File: src/rtl/imm_decode_stage.sv
// Decode/immediate stage between fetch and execute: classifies the opcode, builds the
// sign-extended immediate and holds results in a 2-entry skid buffer (or 1 entry when SKID_EN=0).
module imm_decode_stage #(
    parameter int XLEN    = 32,
    parameter bit SKID_EN = 1'b1
) (
    input  logic            clk,
    input  logic            rst_n,
    input  logic            flush,
    input  logic            in_valid,
    output logic            in_ready,
    input  logic [31:0]     in_ins,
    input  logic [XLEN-1:0] in_pc,
    output logic            out_valid,
    input  logic            out_ready,
    output logic [6:0]      out_opcode,
    output logic [4:0]      out_rd,
    output logic [XLEN-1:0] out_imm,
    output logic [2:0]      out_fmt,
    output logic            out_illegal,
    output logic [XLEN-1:0] out_pc
);

    localparam logic [2:0] FMT_R   = 3'd0;
    localparam logic [2:0] FMT_I   = 3'd1;
    localparam logic [2:0] FMT_S   = 3'd2;
    localparam logic [2:0] FMT_B   = 3'd3;
    localparam logic [2:0] FMT_U   = 3'd4;
    localparam logic [2:0] FMT_J   = 3'd5;
    localparam logic [2:0] FMT_ILL = 3'd7;

    typedef struct packed {
        logic [6:0]      opcode;
        logic [4:0]      rd;
        logic [XLEN-1:0] imm;
        logic [2:0]      fmt;
        logic            illegal;
        logic [XLEN-1:0] pc;
    } entry_t;

    typedef enum logic [1:0] {EMPTY = 2'd0, ONE = 2'd1, FULL = 2'd2} state_t;

    function automatic entry_t decode(input logic [31:0] ins, input logic [XLEN-1:0] pc);
        entry_t             e;
        logic [2:0]         fmt;
        logic signed [31:0] imm;
        fmt = FMT_ILL;
        if (ins[1:0] == 2'b11) begin
            case (ins[6:0])
                7'b0110111, 7'b0010111:                         fmt = FMT_U;
                7'b1101111:                                     fmt = FMT_J;
                7'b1100111, 7'b0000011, 7'b0010011, 7'b1110011: fmt = FMT_I;
                7'b0100011:                                     fmt = FMT_S;
                7'b1100011:                                     fmt = FMT_B;
                7'b0110011:                                     fmt = FMT_R;
                default:                                        fmt = FMT_ILL;
            endcase
        end
        case (fmt)
            FMT_I:   imm = {{20{ins[31]}}, ins[31:20]};
            FMT_S:   imm = {{20{ins[31]}}, ins[31:25], ins[11:7]};
            FMT_B:   imm = {{19{ins[31]}}, ins[31], ins[7], ins[30:25], ins[11:8], 1'b0};
            FMT_U:   imm = {ins[31:12], 12'h000};
            FMT_J:   imm = {{11{ins[31]}}, ins[31], ins[19:12], ins[20], ins[30:21], 1'b0};
            default: imm = '0;
        endcase
        e.opcode  = ins[6:0];
        e.rd      = (fmt == FMT_S || fmt == FMT_B || fmt == FMT_ILL) ? 5'd0 : ins[11:7];
        e.imm     = imm;
        e.fmt     = fmt;
        e.illegal = (fmt == FMT_ILL);
        e.pc      = pc;
        return e;
    endfunction

    state_t state_p1, state_d;
    entry_t main_p1, skid_p1, dec_p0;
    logic   vld_p1;
    logic   push, pop;
    logic   load_main, load_skid, skid_to_main;

    assign dec_p0 = decode(in_ins, in_pc);

    // The skid variant's ready depends only on the state register; rst_n gating keeps it low in reset.
    assign in_ready = SKID_EN ? (rst_n && state_p1 != FULL)
                              : (rst_n && (out_ready || !vld_p1));
    assign push     = in_valid && in_ready;
    assign pop      = vld_p1 && out_ready;

    always_comb begin
        state_d      = state_p1;
        load_main    = 1'b0;
        load_skid    = 1'b0;
        skid_to_main = 1'b0;
        case (state_p1)
            EMPTY: begin
                if (push) begin
                    state_d   = ONE;
                    load_main = 1'b1;
                end
            end
            ONE: begin
                if (push && pop) begin
                    load_main = 1'b1;
                end else if (push && SKID_EN) begin
                    state_d   = FULL;
                    load_skid = 1'b1;
                end else if (pop) begin
                    state_d = EMPTY;
                end
            end
            FULL: begin
                if (pop) begin
                    state_d      = ONE;
                    skid_to_main = 1'b1;
                end
            end
            default: state_d = EMPTY;
        endcase
        if (flush) begin
            state_d      = EMPTY;
            load_main    = 1'b0;
            load_skid    = 1'b0;
            skid_to_main = 1'b0;
        end
    end

    // Stage boundary: decoded entries captured into main/skid registers
    always_ff @(posedge clk or negedge rst_n) begin
        if (!rst_n) begin
            state_p1 <= EMPTY;
            vld_p1   <= 1'b0;
            main_p1  <= '0;
            skid_p1  <= '0;
        end else begin
            state_p1 <= state_d;
            vld_p1   <= (state_d != EMPTY);
            if (load_main)         main_p1 <= dec_p0;
            else if (skid_to_main) main_p1 <= skid_p1;
            if (load_skid)         skid_p1 <= dec_p0;
        end
    end

    assign out_valid   = vld_p1;
    assign out_opcode  = main_p1.opcode;
    assign out_rd      = main_p1.rd;
    assign out_imm     = main_p1.imm;
    assign out_fmt     = main_p1.fmt;
    assign out_illegal = main_p1.illegal;
    assign out_pc      = main_p1.pc;

endmodule

File: config.mk
export PLATFORM = sky130hd
export DESIGN_NAME = imm_decode_stage
export DESIGN_NICKNAME = d
export VERILOG_FILES = /design/src/rtl/imm_decode_stage.sv
export SDC_FILE = /design/constraint.sdc
export NUM_CORES = 1
export LEC_CHECK = 0
export BUFFER_PORTS_ARGS = -buffer_cell sky130_fd_sc_hd__buf_2
export CORE_MARGIN = 2
export CORE_UTILIZATION = 40
export CTS_BUF_LIST = sky130_fd_sc_hd__clkbuf_8
export DETAILED_ROUTE_END_ITERATION = 6
export GPL_TIMING_DRIVEN = 0
export MAX_ROUTING_LAYER = met4
export PLACE_DENSITY_LB_ADDON = 0.15
export SYNTH_ARGS = -nofsm -noshare
export SYNTH_HDL_FRONTEND = slang
export SYNTH_SLANG_ARGS = --single-unit
File: constraint.sdc
create_clock -name clk -period 2.15 [get_ports clk]
set_clock_uncertainty 0.1 [all_clocks]
set_input_delay 0.645 -clock clk [delete_from_list [all_inputs] [get_ports clk]]
set_output_delay 0.645 -clock clk [all_outputs]
set_load 0.01 [all_outputs]
# After elaboration in Yosys (flattened, before gate mapping)
# Index checks and enable logic that the tools add are counted.
# Widths: inputs -> output; s select.
totals:
  out_inout_bits: 82
  input_bits: 69
  wordCells: 68
  ff_bits: 163
classes:
  eq_ne: 20
  mux: 23
  n_reduce_logical: 11
ops:
  columns: ["cell", "count"]
  rows:
  - ["$mux 80", 2]
  - ["$pmux 32 s5", 1]
  - ["$eq 7x7->1 const B", 4]
  - ["$eq 7x6->1 const B", 3]
  - ["$pmux 3 s6", 1]
  - ["$eq 7x5->1 const B", 2]
  - ["$mux 2", 6]
  - ["$eq 3x3->1 const B", 3]
  - ["$mux 1", 9]
  - ["$eq 7x2->1 const B", 1]
  - ["$eq 3x2->1 const B", 2]
  - ["$pmux 2 s3", 1]
  - ["$mux 5", 1]
  - ["$eq 2x2->1 const B", 2]
  - ["$logic_and 1x1->1", 4]
  - ["$reduce_bool 2->1", 2]
  - ["$reduce_or 4->1", 1]
  - ["$eq 3x1->1 const B", 1]
  - ["$mux 3", 1]
  - ["$eq 2x1->1 const B", 1]
  - ["$logic_not 2->1", 1]
  - ["$logic_or 1x1->1", 2]
  - ["$ne 2x2->1 const B", 1]
  - ["$pmux 1 s2", 1]
  - ["$reduce_or 2->1", 1]

# Depth between registers and ports, before layout
# Gate-level depths: netlist of the first run.
depth:
  word_depth: 9
  mapped_depth: 8
  ltp_nobuf: 5

# Least setup slack after synthesis of the first run
# OpenSTA, ideal clock, no wires.
synth_timing:
  path_type: "input to register"
  start: "input in_ins[2]"
  end: "register main_p1 (netlist bit out_imm[20])"
  required_time_ps: 1956
  t_arrival_ps: 2040
  setup_time_ps: 94
  n_path_buf: 1
  path_slack_ps: -84
  stages: 6
  path_cell_list: "buf_2 -> or2_1 -> a21boi_1 -> a2111oi_4 -> a21oi_2 -> a211oi_1"
synth_via:
  elab_chain_cells: 7
  word_cells_on_any_way: 21
  cone_classes: "eq/ne: 15; mux: 4; reduce/logical: 2"
synth_rtl:
  columns: ["item", "line_no", "source"]
  rows:
  - ["from (decl)", "12", "input logic [31:0] in_ins,"]
  - ["$eq 7x7->1, or another cell as far along", "49", "case (ins[6:0])"]
  - ["$reduce_or 4->1 / $reduce_or 2->1 (equally long branches)", "49", null]
  - ["$pmux 3 s6 (*)", "49", null]
  - ["$mux 3 (*)", "48", "if (ins[1:0] == 2'b11) begin"]
  - ["$eq 3x3->1, or another cell as far along", "59", "case (fmt)"]
  - ["$pmux 32 s5 (*)", "59", null]
  - ["$mux 80 (*)", "138", "if (load_main) main_p1 <= dec_p0;"]
  - ["to (signal assigned)", "138", null]
  - ["to (signal assigned)", "139", "else if (skid_to_main) main_p1 <= skid_p1;"]
  - ["to (decl)", "77", "entry_t main_p1, skid_p1, dec_p0;"]
# Mark *: on every way between the ends. The rest lies on a longest branch, timed or not.
# A chain may end at the register's enable or synchronous reset.

# Worst setup path in the final report of the first run
layout_timing:
  start: "register state_p1[1]"
  end: "output in_ready"
layout_via:
  elab_chain_cells: 2
layout_rtl:
  columns: ["item", "line_no", "source"]
  rows:
  - ["from (decl)", "76", "state_t state_p1, state_d;"]
  - ["from (signal assigned)", "136", "state_p1 <= state_d;"]
  - ["$ne 2x2->1", "85", "assign in_ready = SKID_EN ? (rst_n && state_p1 != FULL)"]
  - ["$logic_and 1x1->1", "85", null]
  - ["to (decl)", "11", "output logic in_ready,"]
# No other way between the ends.

==> impl_results.md, run 1 <==
- Status: finished, final reports clean
- Crit path kind: reg2out
- Routability congestion estimate: ~0.85
- Die Area: approximately 19,000 um2
- MaxCap Viol Count: 0
- IO Count: roughly 150
- Simple-gate share of the synthesized area: about 20%
- Net Sw Power: roughly 0.0027 W
- Endpoints failing setup: 0
- Least-Margin Pin Slew: roughly 700 ps
- Asr flop ratio synth: 100%
- Unrepaired setup endpoints after global routing: false
- Antenna Nets Post-Route: 0
- Met3 usage: 5.82%
- Gate Count Post-Synth: slightly below 800
- Via-per-instance ratio: just over 5
- Slew HR: between 50% and 60%
- Top_reg_cell synth: dfrtp_1
- Post-synthesis xor/xnor area fraction: less than 1%
- Max stage delay on crit path: 410 ps
- Number of synthesized register bits: 163
- CTS max path bufs: 2
- Crit. path cell count: 4
- Register area share after synthesis: 56.7%
- Multi-input combinational cell area: roughly 3000 um2
- HP Class: in2async
- Fmax: about 490 MHz
- Remaining global-route overflow: 0
- Leak Pwr: 4.66 nW
- Crit path DAT: 1310 ps
- Largest family of logic cells by synthesized area: simple AND/OR/NAND/NOR gates
- Fin nets: roughly 1,000
- Cell Area, Synth: roughly 7000 um2
- Number of core rows: 49
- VDD IR max: approximately 710 uV
- Drt pass-1 iters: 5
- Root Driver: clkbuf_8
- Mux cell area share after synthesis: 5.29%
- Placed inst area: just over 8000 um2
- Worst-Skew Late Latency: around 460 ps
- Synth Area in Compound Gates: 14.6%
- R2r worst-path depth: 7
- EDFF count, synth: 0
- CTS sink cnt: approximately 160
- First-pass GRT wire length: around 33 mm
- Die X: approximately 140 um
- Kind of cell adding the most delay to the critical path: flip-flops
- Pwr Density: about 970 nW/um2
- Die H: 138 um
- Post-synth net total: approximately 840
- Adder-cell area share of the yosys netlist: 0%
- CTS buffer count: 17
- Fin crit share: between 90% and 100%
- Pint: about 0.006 W
- Worst Setup End Kind: primary output
- CTS tree: done
- Ratio of cells with drive above 1 in the final layout: 26.7%
- Core area: roughly 18,000 um2
- Residual DRC: 0
- Final Hold Viols: 0
- Synth warn: 0
- Crit-path cells: buf_4 -> nand2b_4 -> and2_1 -> buf_2
- Post-route cell area: about 9100 um2
- Final Critical Period: ~2100 ps
- Filler cells: ~1,700
- CP Max Fanout: 3
- WP data required: between 1000 and 1500 ps
- Met1 layer usage reported by global route: 31.2%
- Port Buffers: 149
- Initial antenna violation count: 1
- Vias in the first global route: approximately 6,000
- WP buf/inv: 2
- Worst reg2reg path endpoint: skid_p1[43]
- CP Launch Type: flop
- R2r setup slk: between 100 and 150 ps
- Placed wire-length estimate: roughly 14 mm
- Clk network pwr share: 29.9%
- Iter 0 DRT Violations: about 360
- Slowest CP cell: dfrtp_1
- Final wirelength: roughly 21 mm
- H-tree Lvls: 4
- Clock transition at the registers of the reported paths: roughly 90 ps
- Grt peak-use layer: met2
- Starting Density: between 40% and 50%
- Setup_tns: 0 ps
- Library cells used by synthesis: slightly below 50
- Worst r2r src: out_valid
- Via count: slightly above 6,000
- Max-slew violations: 0
- Register share of total power: 48.1%
- Switching share of total power: between 30% and 40%
- GRT Overall Usage: between 20% and 30%
- Comb pwr share: between 20% and 30%
- Final core area utilization: roughly half
- M2 GR Usage: about a third
- Syn-to-layout area delta: 26.1%
- Largest net degree at the start of global routing: 53
- WL/cell: 17.7 um
- Syn_area_per_cell: roughly 9.3 um2
- Flip-flop and latch area: 4080 um2
[state kept, by name, indices dropped and copies added (netlist names)]
register / flops
skid_p1: 80
out_imm: 32
out_pc: 32
out_opcode: 7
out_rd: 5
out_fmt: 3
state_p1: 2
out_illegal: 1
out_valid: 1
[cell families (layout without fill, tap and decap cells)]
family,Yosys count,in the layout
AO/OA/AOI/OAI,174,174
XOR/XNOR,1,1
flip-flops,163,163
AND/OR/NAND/NOR,340,340
other,0,1
buffers and inverters,56,249
multiplexers,38,38
[power groups by stage]
stage | registers (W) | logic (W) | clock network, W
6_report | 0.00424 | 0.00194 | 0.00263
3_5_place_dp | 0.00430 | 0.00188 | 0
3_3_place_gp | 0.00427 | 0.00185 | 0
5_1_grt | 0.00433 | 0.00219 | 0.00280
4_1_cts | 0.00423 | 0.00195 | 0.00267
2_1_floorplan | 0.00442 | 0.000889 | 0
[Yosys cell counts (all sizes together) (2+ instances only)]
master / instances / share of area (%)
a221oi: 2 / 0.24
buf: 26 / 1.8
a22oi: 5 / 0.52
inv: 3 / 0.16
nor4: 2 / 0.38
nand2b: 3 / 0.26
clkbuf: 27 / 1.4
a211oi: 19 / 2.0
a21boi: 2 / 0.21
mux2i: 38 / 5.3
dfrtp: 163 / 57
o2111ai: 2 / 0.24
o31ai: 2 / 0.21
nand4b: 2 / 0.24
o21bai: 2 / 0.21
nor2b: 4 / 0.35
o22ai: 12 / 1.0
nand2: 222 / 12
or2: 2 / 0.17
o21ai: 69 / 4.8
nor3: 21 / 1.5
a21oi: 51 / 3.8
nand3: 13 / 0.90
nor3b: 2 / 0.21
nor2: 56 / 2.9
or3: 5 / 0.43
a2111oi: 3 / 0.63
[worst register-to-register path, delay by kind of cell, from the launching register on]
| kind | cells | cell delay [ps] |
|---|---|---|
| buffers and inverters | 2 | 710 |
| DFF | 1 | 440 |
| and+or+nand+nor | 5 | 720 |
[metal layers]
| layer | wire length, um | up-vias |
|---|---|---|
| li1 | - | 2993 |
| met1 | 9670 | 2993 |
| met4 | 250 | 0 |
| met2 | 10000 | 183 |
| met3 | 1170 | 15 |
| met5 | 0 | - |
[through the flow]
| step | worst slack, ps | total power [W] | std cells | hold slack [ps] |
|---|---|---|---|---|
| 5_1_grt | 11.9 | 0.00932 | 1195 | 17.4 |
| 6_report | 90.5 | 0.00882 | 1195 | 44.7 |
| 3_5_place_dp | -1620 | 0.00618 | 1151 | 358 |
| 3_3_place_gp | -3800 | 0.00611 | 1150 | 356 |
| 4_1_cts | 6.41 | 0.00886 | 1195 | 27.5 |
| 2_1_floorplan | 25.4 | 0.00531 | 772 | 249 |
[cell usage in the layout (no fill, tap or decap), types with 2 or more instances in the layout]
cell type      instances
bufinv_16              5
clkbuf_1              10
o21ai_1                7
inv_1                  3
nand3_1               13
a221oi_1               2
o21ai_0               62
clkbuf_2              13
or3_1                  5
nor3_1                12
a211oi_1              19
nor3b_1                2
nor2b_1                4
nand4b_1               2
dlygate4sd3_1          2
dfrtp_1              163
nor3_2                 9
a21oi_2                2
o22ai_1               12
nand2_1              221
a22oi_1                5
buf_16                 2
o21bai_1               2
buf_4                  6
a21oi_1               48
o2111ai_1              2
bufbuf_16              5
o31ai_1                2
nor2_2                 2
nand2b_1               2
buf_2                174
clkinv_2               4
nor2_1                54
mux2i_1               38
buf_6                  2
clkbuf_8              19
clkinv_4               3
[cell type report]
type	instances	share of cell area, %
clock inverters	13	2.26
plain buffers	52	2.90
repair buffers	162	11.2
flip-flops and latches	163	44.9
diodes	1	0.0276
multi-input cells	553	32.5
clock buffers	19	2.88
well taps	229	3.16
inverters	3	0.124
[repair_timing]
action | 4_1_cts | 5_1_grt
hold endpoints to repair | 21 | 0
pin swaps | 1 | 0
hold buffers | 2 | 0
endpoints found under the setup margin | 161 | 92
buffers inserted | 5 | 0
cloned | 5 | 0
gates resized for setup | 20 | 39
[worst max-delay path by stage]
stage | from | slack [ps] | endpoint
floorplan | out_ready | 30 | out_imm[0]
global placement | rst_n | -3800 | skid_p1[43]
detailed placement | rst_n | -1620 | skid_p1[38]
CTS | flush | 6 | skid_p1[11]
global route | state_p1[0] | 10 | out_imm[21]
finish | state_p1[1] | 90 | in_ready
No activity file was read; power rests on OpenSTA's default activity.
==> run 2, diff against run 1 <==
- SETUP_SLACK_MARGIN: unset -> 0.4
- clock period: 2.15 -> 2.6 ns (I/O delays scaled with it)
==> run 2 against run 1 <==
Against the previous run: via count decreased by 0.49%; clock power decreased by 35%; critical path type unchanged; utilization decreased by 1.1 points; non-clock buffer count decreased by 3; cell area decreased by 2.2%.
==> impl_results.md, run 2 (synthesized netlist as in run 1, its figures left out) <==
- Status: finished, final reports clean (unchanged)
- Post-route cell area: 8880 um2 (was 9070 um2)
- Final worst setup slack: 418 ps (was 90.5 ps)
- CTS max path bufs: 2 (unchanged)
- Largest net degree at the start of global routing: 109 (was 53)
- CTS sink cnt: 163 (unchanged)
- Die H: 138 um (unchanged)
- WL/cell: 17.4 um (was 17.7 um)
- Max-slew violations: 0 (unchanged)
- Unrepaired setup endpoints after global routing: true (was false)
- Worst r2r src: state_p1[1] (was out_valid)
- Final Critical Period: around 2200 ps
- Die X: 138 um (unchanged)
- Routability congestion estimate: 0.887 (was 0.854)
- Fin crit share: between 80 and 90%
- VDD IR max: 343 uV (was 712 uV)
- Clock transition at the registers of the reported paths: 80 ps (was 90 ps)
- CP Launch Type: flop (unchanged)
- Crit path DAT: 1300 ps (was 1310 ps)
- WP data required: 1720 ps (was 1400 ps)
- Placed wire-length estimate: 14.3 mm (about the same)
- MaxCap Viol Count: 0 (unchanged)
- Syn-to-layout area delta: 23.4% (was 26.1%)
- Slew HR: 53.8% (was 53.3%)
- Final Hold Viols: 0 (unchanged)
- Number of core rows: 49 (unchanged)
- Drt pass-1 iters: 7 (was 5)
- Placed inst area: 8320 um2 (was 8270 um2)
- Filler cells: 1,733 (was 1,731)
- Least-Margin Pin Slew: 675 ps (was 698 ps)
- Max stage delay on crit path: 430 ps (was 410 ps)
- Worst-Skew Late Latency: 460 ps (about the same)
- Max FFs per register: 80 (unchanged)
- Port Buffers: 149 (unchanged)
- Kind of cell adding the most delay to the critical path: flip-flops (unchanged)
- Commonest non-fill, non-tap cell in the layout: nand2_1 (unchanged)
- Pre-CTS WS: -780 ps (was -1620 ps)
- Pwr Density: 766 nW/um2 (was 972 nW/um2)
- WP buf/inv: 1 (was 2)
- Antenna Nets Post-Route: 0 (unchanged)
- Remaining global-route overflow: 0 (unchanged)
- Ratio of cells with drive above 1 in the final layout: 26.4% (was 26.7%)
- Starting Density: 40.5% (unchanged)
- ANT cells: 0 (was 1)
- Die Area: 19,100 um2 (unchanged)
- Core area: 17,800 um2 (unchanged)
- Fin nets: 1,018 (was 1,021)
- Commonest non-fill, non-tap cells in the layout: nand2_1 (222), buf_2 (166), dfrtp_1 (162) (was nand2_1 (221), buf_2 (174), dfrtp_1 (163))
- CP Max Fanout: 5 (was 3)
- Crit-path cells: nand2b_4 -> and2_4 -> buf_6 (was buf_4 -> nand2b_4 -> and2_1 -> buf_2)
- First-pass GRT wire length: 32.5 mm (was 33.4 mm)
- Initial antenna violation count: 0 (was 1)
- Worst Setup End Kind: primary output (unchanged)
- Worst setup path startpoint: state_p1[0] (was state_p1[1])
- GRT Overall Usage: 22.3% (was 23.0%)
- HP Class: in2async (unchanged)
- Power, Total: 0.00680 W (was 0.00882 W)
- Slowest CP cell: dfrtp_1 (unchanged)
- Endpoints failing setup: 0 (unchanged)
- Via-per-instance ratio: 5.18 (was 5.17)
- Vias in the first global route: 6,003 (was 6,007)
- Final wirelength: 20.7 mm (was 21.1 mm)
- Residual DRC: 0 (unchanged)
- Iter 0 DRT Violations: 377 (was 358)
- Final hold slack: 21.1 ps (was 44.7 ps)
- # hold bufs at CTS: 0 (was 2)
- H-tree Lvls: 4 (unchanged)
- CTS tree: done (unchanged)
- Root Driver: clkbuf_8 (unchanged)
- Leak Pwr: 4.54 nW (was 4.66 nW)
- Via count: 6,154 (was 6,184)
- IO Count: 151 (unchanged)
- CTS buffer count: 17 (unchanged)
- Crit path kind: reg2out (unchanged)
- Reg with most FFs: skid_p1 (unchanged)
- Fmax: about 460 MHz
- Setup_tns: 0 ps (unchanged)
==> run 2: layout make-up <==
| type | instances | area, um2 | share of cell area, % |
|---|---|---|---|
| Buffer | 53 | 277 | 3.11 |
| Clock buffer | 19 | 262 | 2.95 |
| Clock inverter | 11 | 88.8 | 1.00 |
| Inverter | 3 | 11.3 | 0.127 |
| Multi-Input combinational cell | 553 | 2970 | 33.4 |
| Sequential cell | 163 | 4080 | 46.0 |
| Tap cell | 229 | 287 | 3.23 |
| Timing Repair Buffer | 158 | 905 | 10.2 |
==> run 2: final timing paths <==
kind / depth (start not counted) / slack (ps) / end
min in group clk: 2 / 370 / skid_p1[70]
worst max register to register: 8 / 510 / out_imm[18]
max in group asynchronous: 2 / 1600 / skid_p1[1]
worst min register to register: 2 / 370 / skid_p1[70]
worst max-delay path: 3 / 420 / in_ready
worst min-delay path: 1 / 20 / skid_p1[27]
==> run 2: routing by layer <==
metal  GRT usage, %  up-vias  share of wire [%]
met5              -        -                  0
li1               -     2977                  -
met2           34.7      168                 47
met1           29.9     2989                 46
met4           6.07        0                1.3
met3           4.88       20                5.7
==> run 2: per-stage QoR <==
| stage | utilization (%) | std cells |
|---|---|---|
| 6_report | 49.9 | 1189 |
| 5_1_grt | 49.9 | 1189 |
| 4_1_cts | 49.3 | 1185 |
| 3_5_place_dp | 46.8 | 1151 |
| 3_3_place_gp | 46.6 | 1150 |
| 2_1_floorplan | - | 772 |
==> run 2: repair_timing <==
item                                    4_1_cts  5_1_grt
hold endpoints to repair                      0        0
gates resized for setup                      15       25
gates cloned                                  1        1
buffers inserted                              3        3
endpoints found under the setup margin      141       83
pin swaps                                     1        1
==> run 2: worst register-to-register path, cell delays in order, from the launching register on <==
cell and delay, ps:
dfrtp_2 450, nand3b_4 210, or2_4 250, buf_6 140
a21o_1 160, buf_4 190, buf_2 220, nor3_1 170
a211oi_1 70
==> run 2: power breakdown <==
| part | total [W] | switching (W) | internal (W) |
|---|---|---|---|
| Sequential | 0.00351 | 0.000335 | 0.00317 |
| Combinational | 0.00158 | 0.000892 | 0.000689 |
| Clock | 0.00171 | 0.000927 | 0.000784 |
